==> config.mk <==
export PLATFORM = sky130hd
export DESIGN_NAME = reg_write_arbiter
export DESIGN_NICKNAME = d
export VERILOG_FILES = /design/src/rtl/reg_write_arbiter.sv
export SDC_FILE = /design/constraint.sdc
export NUM_CORES = 1
export LEC_CHECK = 0
export ABC_AREA = 1
export CORE_MARGIN = 1.5
export CORE_UTILIZATION = 43
export DETAILED_ROUTE_END_ITERATION = 7
export GPL_TIMING_DRIVEN = 0
export PLACE_DENSITY = 0.82
export SYNTH_ARGS = -nofsm -noshare
export SYNTH_HDL_FRONTEND = slang
export SYNTH_SLANG_ARGS = --single-unit
==> constraint.sdc <==
create_clock -name clk -period 1.8 [get_ports clk]
set_clock_uncertainty 0.15 [all_clocks]
set_input_delay 0.36 -clock clk [delete_from_list [all_inputs] [get_ports clk]]
set_output_delay 0.36 -clock clk [all_outputs]
set_load 0.005 [all_outputs]
==> src/rtl/reg_write_arbiter.sv <==
`default_nettype none
// ============================================================================
// Module   : reg_write_arbiter
// Brief    : Three requesters write 8-bit data into register A or B through
//            independent round-robin arbiters; all outputs registered.
// Revision : 1.0 - initial release
// ============================================================================
module reg_write_arbiter (
  input  logic       clk,
  input  logic       rst,
  input  logic [2:0] req,
  input  logic [2:0] dst,
  input  logic [7:0] data0,
  input  logic [7:0] data1,
  input  logic [7:0] data2,
  output logic [2:0] gnt,
  output logic       load_a,
  output logic       load_b,
  output logic [7:0] wdata_a,
  output logic [7:0] wdata_b
);

  localparam logic [1:0] c_PTR_R0 = 2'd0;
  localparam logic [1:0] c_PTR_R1 = 2'd1;
  localparam logic [1:0] c_PTR_R2 = 2'd2;

  logic [2:0] r_gnt;
  logic       r_load_a;
  logic       r_load_b;
  logic [7:0] r_wdata_a;
  logic [7:0] r_wdata_b;
  logic [1:0] r_ptr_a;
  logic [1:0] r_ptr_b;

  logic [2:0] w_elig_a;
  logic [2:0] w_elig_b;
  logic [2:0] w_win_a;
  logic [2:0] w_win_b;
  logic [1:0] w_ptr_a_nxt;
  logic [1:0] w_ptr_b_nxt;
  logic [7:0] w_data_a;
  logic [7:0] w_data_b;

  // One-hot winner, searching from ptr; an out-of-range pointer acts as 0.
  function automatic logic [2:0] rr_pick(input logic [2:0] elig, input logic [1:0] ptr);
    logic [2:0] win;
    win = 3'b000;
    case (ptr)
      c_PTR_R1: begin
        if      (elig[1]) win = 3'b010;
        else if (elig[2]) win = 3'b100;
        else if (elig[0]) win = 3'b001;
      end
      c_PTR_R2: begin
        if      (elig[2]) win = 3'b100;
        else if (elig[0]) win = 3'b001;
        else if (elig[1]) win = 3'b010;
      end
      default: begin
        if      (elig[0]) win = 3'b001;
        else if (elig[1]) win = 3'b010;
        else if (elig[2]) win = 3'b100;
      end
    endcase
    return win;
  endfunction

  function automatic logic [1:0] ptr_next(input logic [2:0] win, input logic [1:0] ptr);
    logic [1:0] nxt;
    nxt = ptr;
    if      (win[0]) nxt = c_PTR_R1;
    else if (win[1]) nxt = c_PTR_R2;
    else if (win[2]) nxt = c_PTR_R0;
    return nxt;
  endfunction

  function automatic logic [7:0] data_sel(input logic [2:0] win, input logic [7:0] d0,
                                          input logic [7:0] d1, input logic [7:0] d2);
    logic [7:0] d;
    d = 8'h00;
    if      (win[0]) d = d0;
    else if (win[1]) d = d1;
    else if (win[2]) d = d2;
    return d;
  endfunction

  // A requester granted last cycle sits out this edge so a held req writes once.
  always_comb begin
    w_elig_a    = req & ~dst & ~r_gnt;
    w_elig_b    = req &  dst & ~r_gnt;
    w_win_a     = rr_pick(w_elig_a, r_ptr_a);
    w_win_b     = rr_pick(w_elig_b, r_ptr_b);
    w_ptr_a_nxt = ptr_next(w_win_a, r_ptr_a);
    w_ptr_b_nxt = ptr_next(w_win_b, r_ptr_b);
    w_data_a    = data_sel(w_win_a, data0, data1, data2);
    w_data_b    = data_sel(w_win_b, data0, data1, data2);
  end

  always_ff @(posedge clk) begin
    if (rst) begin
      r_gnt     <= 3'b000;
      r_load_a  <= 1'b0;
      r_load_b  <= 1'b0;
      r_wdata_a <= 8'h00;
      r_wdata_b <= 8'h00;
      r_ptr_a   <= c_PTR_R0;
      r_ptr_b   <= c_PTR_R0;
    end else begin
      r_gnt    <= w_win_a | w_win_b;
      r_load_a <= |w_win_a;
      r_load_b <= |w_win_b;
      if (|w_win_a) r_wdata_a <= w_data_a;
      if (|w_win_b) r_wdata_b <= w_data_b;
      r_ptr_a  <= w_ptr_a_nxt;
      r_ptr_b  <= w_ptr_b_nxt;
    end
  end

  assign gnt     = r_gnt;
  assign load_a  = r_load_a;
  assign load_b  = r_load_b;
  assign wdata_a = r_wdata_a;
  assign wdata_b = r_wdata_b;

endmodule
`default_nettype wire
==> results_dict.tcl, run 1 <==
set metrics [dict create \
    gp_congestion 0.943 \
    antenna_found_initial 0 \
    pre_cts_ws_ps -351 \
    ys_seq_area_share_pct 26.6 \
    die_y_um 69.1 \
    rows 23 \
    synth_top_area_cell "dfxtp_1" \
    synth-xor-area-share_pct 0 \
    grt_pass1_wl_mm 8.57 \
    synth_edf_count 0 \
    multi_input_area_mm2 0.00118 \
    dpl.hpwl_mm 3.89 \
    synth.most_common_cell "nand2_1" \
    hold_viol_final 0 \
    timing.final.ws_setup_ps 74.6 \
    power_density_mw_per_mm2 774 \
    clockRootBuffer "clkbuf_8" \
    yosys_warnings 0 \
    synth.top_cell.area_share_pct 26.6 \
    ys.flop_type "dfxtp_1" \
    start_util_pct 46.0 \
    vias 2063 \
    fin_crit_ps 1730 \
    critPathMaxFanout 4 \
    hold_class "in -> reg" \
    synth_cells 281 \
    p_leak_nw 1.41 \
    ant_nets 0 \
    seqCellArea_um2 508 \
    clk_latency_ps 270 \
    max-clock-path-buffers 2 \
    syn_to_final_growth_pct 48.8 \
    max_clock_freq_mhz 580 \
    start_kind "register" \
    synth-adder-area-share_pct 2.66 \
    hp-start "rst" \
    drtPass1Iterations 4 \
    setup_violations 0 \
    finalNetCount 389 \
    port_buffers 51 \
    async_flop_share_pct 0 \
    routed_wl_mm 5.48 \
    first_global_vias 1833 \
    irDropWorstVdd_mv 0.335 \
    slew_headroom_pct 80.7 \
    post-route-period-util_pct 95.9 \
    clk_pin_slew_worst_paths_ps 90 \
    drt_iter0_drc 69 \
    fin_cells 402 \
    grt_max_degree 14 \
    syn-cell-area_mm2 0.00188 \
    drcViolationCount 0 \
    core_mm2 0.00409 \
    n_fill_cell 368 \
    arrival_ps 1740 \
    syn-num-nets 317 \
    tightestPinTransition_ps 289 \
    ys_types 29 \
    synth_area_leaders "dfxtp_1, nand2_1, nand3_1" \
    antennaDiodeCount 0 \
    path_class "reg -> reg" \
    cts_tree "built" \
    syn_area_per_cell_um2 6.68 \
    htreeDepth 1 \
    drive_above_1_share_pct 23.0 \
    critPathLaunch "r_ptr_a[0]" \
    wl_per_cell_um 13.6 \
    synth_common_cells "nand2_1, nand3_1, inv_1" \
    vias_per_cell 5.13 \
    cts_buffers 3 \
    drv_slew 0 \
    die_x_um 69.1 \
    outcome "finished clean" \
    dp.cells 382 \
    ctsHoldBuffers 0 \
    synth_top_family_by_area "simple AND/OR/NAND/NOR gates" \
    reg2reg_from "r_ptr_a[0]" \
    synth_compound_area_share_pct 5.53 \
    crit_required_ps 1820 \
    numClockSinks 25 \
    synth-seq-cells 25 \
    die-area_mm2 0.00477 \
    cp-end-kind "register" \
    synthMuxAreaShare_pct 0 \
    synthSimpleGateAreaFrac_pct 50.1 \
    ios 53 \
    grt_overflow 0 \
    grt_use_total_pct 21.7 \
    drv_cap 0 \
]
## cells in the final DEF, fill, tap and decap left out, drive strengths merged
cell type | netlist | routed
nand4 | 15 | 15
dlymetal6s2s | 0 | 4
nand3b | 3 | 3
buf | 9 | 21
or2 | 7 | 7
clkinv | 1 | 1
nand3 | 51 | 51
clkbuf | 0 | 6
inv | 50 | 50
a211oi | 2 | 2
nor2 | 5 | 5
dlygate4sd2 | 0 | 2
a21oi | 13 | 13
nand2 | 93 | 95
dfxtp | 25 | 25
clkdlybuf4s50 | 0 | 45
ha | 4 | 4
o21ai | 3 | 3
## cell type report
| class | count | share of cell area [%] |
|---|---|---|
| Buffer | 9 | 3.36 |
| Clock buffer | 4 | 1.61 |
| Inverter | 51 | 6.94 |
| Multi-Input combinational cell | 198 | 42.3 |
| Sequential cell | 25 | 18.2 |
| Tap cell | 50 | 2.24 |
| Timing Repair Buffer | 65 | 25.3 |
## per-layer routing
metal / GRT usage (%) / part of all wire (%) / up-vias
met2: 38.8 / 50 / 67
met3: 2.49 / 5.4 / 9
met1: 27.6 / 43 / 948
met5: 0 / 0 / -
li1: - / - / 1039
met4: 5.45 / 1.5 / 0
## logic make-up after synthesis
| kind of cell | Yosys count |
|---|---|
| AO/OA/AOI/OAI | 18 |
| adder cells (fa/ha/maj) | 4 |
| buffers and inverters | 60 |
| flip-flops | 25 |
| AND/OR/NAND/NOR | 174 |
## critical path, cell delays in order, from the launching register on
cell	delay, ps
dfxtp_2	360
inv_1	70
ha_4	280
inv_2	50
nand2_2	70
nand3_4	110
buf_4	170
nand2_4	80
nand2_1	60
nand2_1	60
nand2_1	50
nand2_1	60
a21oi_1	60
## flip-flops by register name (all words and copies together), names as in the netlist
signal,flops
wdata_a,8
wdata_b,8
gnt,3
r_ptr_a,2
r_ptr_b,2
load_a,1
load_b,1
## metrics by stage
step	instance area, µm²	hold WS [ps]	total power [mW]	util (%)	setup TNS [ps]
after detailed placement	2450	333	1.62	60.0	-7350
after global placement	2450	319	1.61	60.0	-6550
final	2800	203	2.16	68.4	0
after CTS	2600	194	2.06	63.6	0
after floorplan	1880	306	1.27	-	0
after global routing	2800	213	2.30	68.4	-19.9
## path summary, 6_finish.rpt
path / to / slack (ps) / cells after the start
worst max-delay path: wdata_a[0] / 70 / 12
worst min-delay path: r_ptr_a[0] / 200 / 2
worst max register to register: wdata_a[0] / 70 / 12
worst min register to register: r_ptr_a[0] / 340 / 2
## power breakdown
part	switching [mW]	total, mW	internal, mW
clock network	0.188	0.347	0.159
registers	0.0517	0.698	0.646
logic	0.551	1.12	0.567
## timing repair
action | in CTS | in global routing
pin swaps | 4 | 18
resized for setup | 8 | 20
setup buffers | 4 | 8
gates cloned | 0 | 4
endpoints found under the setup margin | 21 | 22
No activity file was read; power rests on OpenSTA's default activity.
==> inputs of run 2 (changes only) <==
--- a/config.mk
+++ b/config.mk
@@ -11,6 +11,7 @@
 export DETAILED_ROUTE_END_ITERATION = 7
 export GPL_TIMING_DRIVEN = 0
 export PLACE_DENSITY = 0.82
+export RECOVER_POWER = 25
 export SYNTH_ARGS = -nofsm -noshare
 export SYNTH_HDL_FRONTEND = slang
 export SYNTH_SLANG_ARGS = --single-unit
==> results_dict.tcl, run 2 (synthesis gave the netlist of run 1 again) <==
set metrics [dict create \
    path_class "reg -> reg" \
    intPower_mw 1.36 \
    grt_pass1_wl_mm 8.57 \
    die-area_mm2 0.00477 \
    hold_class "in -> reg" \
    n_fill_cell 368 \
    grt_max_degree 14 \
    first_global_vias 1833 \
    ios 53 \
    start_util_pct 46.0 \
    seq_power_share_pct 32.4 \
    setup_violations 0 \
    irDropWorstVdd_mv 0.334 \
    die_x_um 69.1 \
    cts_tree "built" \
    multi_input_area_mm2 0.00118 \
    drive_above_1_share_pct 23.0 \
    whs_path_depth 2 \
    dp.cells 382 \
    clk_latency_ps 270 \
    max_clock_freq_mhz 580 \
    syn_to_final_growth_pct 48.8 \
    gp_congestion 0.943 \
    hold_viol_final 0 \
    drv_slew 0 \
    routed_wl_mm 5.45 \
    power_density_mw_per_mm2 768 \
    die_y_um 69.1 \
    clkPwrFrac_pct 16.2 \
    arrival_ps 1740 \
    vias_per_cell 5.10 \
    crit_required_ps 1820 \
    layout_common_cells "nand2_1, nand3_1, inv_1" \
    slew_headroom_pct 81.1 \
    outcome "finished clean" \
    htreeDepth 1 \
    drv_cap 0 \
    critPathMaxFanout 4 \
    clockRootBuffer "clkbuf_8" \
    wl_per_cell_um 13.6 \
    whs_ps 204 \
    fin_crit_ps 1720 \
    p_leak_nw 1.43 \
    dpl.hpwl_mm 3.89 \
    grt_overflow 0 \
    rows 23 \
    finalNetCount 389 \
    drtPass1Iterations 4 \
    ctsHoldBuffers 0 \
    post-route-period-util_pct 95.8 \
    antennaDiodeCount 0 \
    ant_nets 0 \
    antenna_found_initial 0 \
    max-clock-path-buffers 2 \
    worst-r2r-cell-count 12 \
    seqCellArea_um2 508 \
    combinationalPowerShare_pct 51.4 \
    start_kind "register" \
    numClockSinks 25 \
    switching_share_pct 36.7 \
    vias 2049 \
    cts_buffers 3 \
    core_mm2 0.00409 \
    port_buffers 51 \
    grt_use_total_pct 21.7 \
    final_common_cell "nand2_1" \
    p_switching_mw 0.788 \
    tightestPinTransition_ps 282 \
    drt_iter0_drc 75 \
    cp-end-kind "register" \
    fin_cells 402 \
    clk_pin_slew_worst_paths_ps 90 \
    drcViolationCount 0 \
]
[run 2: repair_timing]
action | in CTS | in global routing
setup buffers | 4 | 8
gates resized for setup | 8 | 20
pin swaps | 4 | 18
setup endpoints to repair | 21 | 22
cloned | 0 | 4
[run 2: critical path: stages (launching register included)]
cell and delay [ps]:
dfxtp_2 360, inv_1 70, ha_4 280, inv_2 50
nand2_2 70, nand3_4 110, buf_4 170, nand2_4 80
nand2_1 60, nand2_1 60, nand2_1 50, nand2_1 60
a21oi_1 60
[run 2: stage by stage]
step	area [µm²]	util [%]	setup TNS (ps)	worst slack [ps]	power, mW
5_1_grt	2800	68.4	-19.9	-19.9	2.28
3_3_place_gp	2450	60.0	-6550	-315	1.61
4_1_cts	2600	63.6	0	0.289	2.06
6_report	2800	68.4	0	75.8	2.15
2_1_floorplan	1880	-	0	71.0	1.27
3_5_place_dp	2450	60.0	-7350	-351	1.62
[run 2: final timing paths]
kind	from	endpoint	slack [ps]
setup / recovery	r_ptr_a[0]	wdata_a[0]	80
hold / removal	rst	r_ptr_a[0]	200
setup reg to reg	r_ptr_a[0]	wdata_a[0]	80
hold reg to reg	r_ptr_a[0]	r_ptr_a[0]	340
[run 2: power groups by stage]
| stage | Sequential, mW | Combinational [mW] | Clock (mW) |
|---|---|---|---|
| 4_1_cts | 0.694 | 1.02 | 0.353 |
| 3_5_place_dp | 0.705 | 0.918 | 0 |
| 3_3_place_gp | 0.703 | 0.907 | 0 |
| 5_1_grt | 0.711 | 1.20 | 0.371 |
| 2_1_floorplan | 0.711 | 0.560 | 0 |
| 6_report | 0.696 | 1.10 | 0.347 |
[run 2: area by class of cell]
| cell class | count | share of cell area [%] |
|---|---|---|
| clock buffers | 4 | 1.61 |
| inverters | 51 | 6.94 |
| plain buffers | 9 | 3.36 |
| well taps | 50 | 2.24 |
| repair buffers | 65 | 25.3 |
| multi-input cells | 198 | 42.3 |
| flip-flops and latches | 25 | 18.2 |
[run 2: routing by layer]
layer | wire length [µm] | GRT usage [%] | vias to the layer above
li1 | - | - | 1040
met1 | 2470 | 27.6 | 937
met2 | 2690 | 38.8 | 63
met3 | 201 | 2.49 | 9
met4 | 84 | 5.45 | 0
met5 | 0 | 0 | -
==> inputs of run 3 (changes only) <==
--- a/config.mk
+++ b/config.mk
@@ -10,7 +10,7 @@
 export CORE_UTILIZATION = 43
 export DETAILED_ROUTE_END_ITERATION = 7
 export GPL_TIMING_DRIVEN = 0
-export PLACE_DENSITY = 0.82
+export PLACE_DENSITY = 0.8
 export RECOVER_POWER = 25
 export SYNTH_ARGS = -nofsm -noshare
 export SYNTH_HDL_FRONTEND = slang
==> results_dict.tcl, run 3 (synthesis gave the netlist of run 1 again) <==
set metrics [dict create \
    dp.cells 382 \
    critPathMaxFanout 5 \
    gp_congestion 0.908 \
    fin_cells 406 \
    multi_input_area_mm2 0.00119 \
    clk_pin_slew_worst_paths_ps 90 \
    wl_per_cell_um 13.7 \
    clockRootBuffer "clkbuf_8" \
    start_util_pct 46.0 \
    p_leak_nw 1.44 \
    setup_violations 0 \
    grt_pass1_wl_mm 8.63 \
    drv_cap 0 \
    p_total_mw 2.19 \
    seqCellArea_um2 508 \
    antennaDiodeCount 0 \
    hold_class "in -> reg" \
    grt_use_total_pct 22.0 \
    die_y_um 69.1 \
    cts_tree "built" \
    vias 2073 \
    core_mm2 0.00409 \
    die-area_mm2 0.00477 \
    fin_crit_ps 1780 \
    rows 23 \
    drtPass1Iterations 4 \
    irDropWorstVdd_mv 0.400 \
    ant_nets 0 \
    arrival_ps 1860 \
    grt_max_degree 14 \
    syn_to_final_growth_pct 51.0 \
    n_fill_cell 336 \
    crit_required_ps 1880 \
    port_buffers 51 \
    tightestPinTransition_ps 274 \
    drt_iter0_drc 79 \
    dpl.hpwl_mm 3.93 \
    final_util_pct 69.4 \
    outcome "finished clean" \
    final_common_cell "nand2_1" \
    path_class "reg -> reg" \
    max_clock_freq_mhz 563 \
    first_global_vias 1909 \
    grt_overflow 0 \
    power_density_mw_per_mm2 774 \
    routed_wl_mm 5.56 \
    start_kind "register" \
    drive_above_1_share_pct 24.2 \
    timing.final.ws_setup_ps 22.8 \
    numClockSinks 25 \
    antenna_found_initial 0 \
    cp-end-kind "register" \
    post-route-period-util_pct 98.7 \
    drv_slew 0 \
    vias_per_cell 5.11 \
    slew_headroom_pct 81.6 \
    layout_common_cells "nand2_1, nand3_1, inv_1" \
    ios 53 \
    pre_cts_ws_ps -356 \
    die_x_um 69.1 \
    finalNetCount 393 \
    hold_viol_final 0 \
    max-clock-path-buffers 2 \
    htreeDepth 1 \
    drcViolationCount 0 \
    cts_buffers 3 \
    clk_latency_ps 270 \
]
==> run 3: worst max-delay path, stage by stage, from the launching register on <==
cell and delay [ps]:
dfxtp_2 350, inv_1 70, ha_4 280, inv_4 50, nand2_1 70, nand2_2 60
nand2_4 110, nand2_8 80, buf_4 140, nand2_1 80, nand3_1 100, nand3_1 80
nand2_1 50, inv_1 50
==> run 3: final timing paths <==
| kind | startpoint | endpoint | slack [ps] | cells after the start |
|---|---|---|---|---|
| hold / removal | rst | r_ptr_a[0] | 200 | 2 |
| setup / recovery | r_ptr_b[0] | wdata_b[0] | 20 | 13 |
| setup reg to reg | r_ptr_b[0] | wdata_b[0] | 20 | 13 |
| hold reg to reg | r_ptr_a[1] | r_ptr_a[1] | 370 | 2 |
==> run 3: area by class of cell <==
| class | instances | area share [%] |
|---|---|---|
| flip-flops and latches | 25 | 17.9 |
| inverters | 51 | 6.84 |
| well taps | 50 | 2.21 |
| multi-input cells | 198 | 42.0 |
| repair buffers | 69 | 26.1 |
| clock buffers | 4 | 1.59 |
| plain buffers | 9 | 3.31 |
==> run 3: metrics by stage <==
| stage | hold WS (ps) | cell area, µm² | TNS, ps |
|---|---|---|---|
| finish | 204 | 2840 | 0 |
| global route | 220 | 2840 | -40.1 |
| CTS | 208 | 2610 | 0 |
| detailed placement | 334 | 2450 | -7360 |
| global placement | 320 | 2450 | -6750 |
| floorplan | 306 | 1880 | 0 |
==> run 3: power breakdown <==
group / internal (mW) / leakage [nW] / switching [mW] / total, mW
combinational: 0.586 / 1.21 / 0.563 / 1.15
sequential: 0.646 / 0.209 / 0.0501 / 0.696
clock: 0.159 / 0.0228 / 0.190 / 0.349
total: 1.39 / 1.44 / 0.803 / 2.19
==> run 3: per-layer routing <==
layer	GRT usage, %	wire length (µm)
met1	29.1	2350
met2	37.0	2810
met3	2.34	317
met4	8.06	80
met5	0	0
==> run 3: timing repair <==
action,4_1_cts,5_1_grt
resized for setup,6,23
cloned,0,2
hold buffers,0,0
setup endpoints to repair,21,22
setup buffers,6,12
pin swaps,6,17
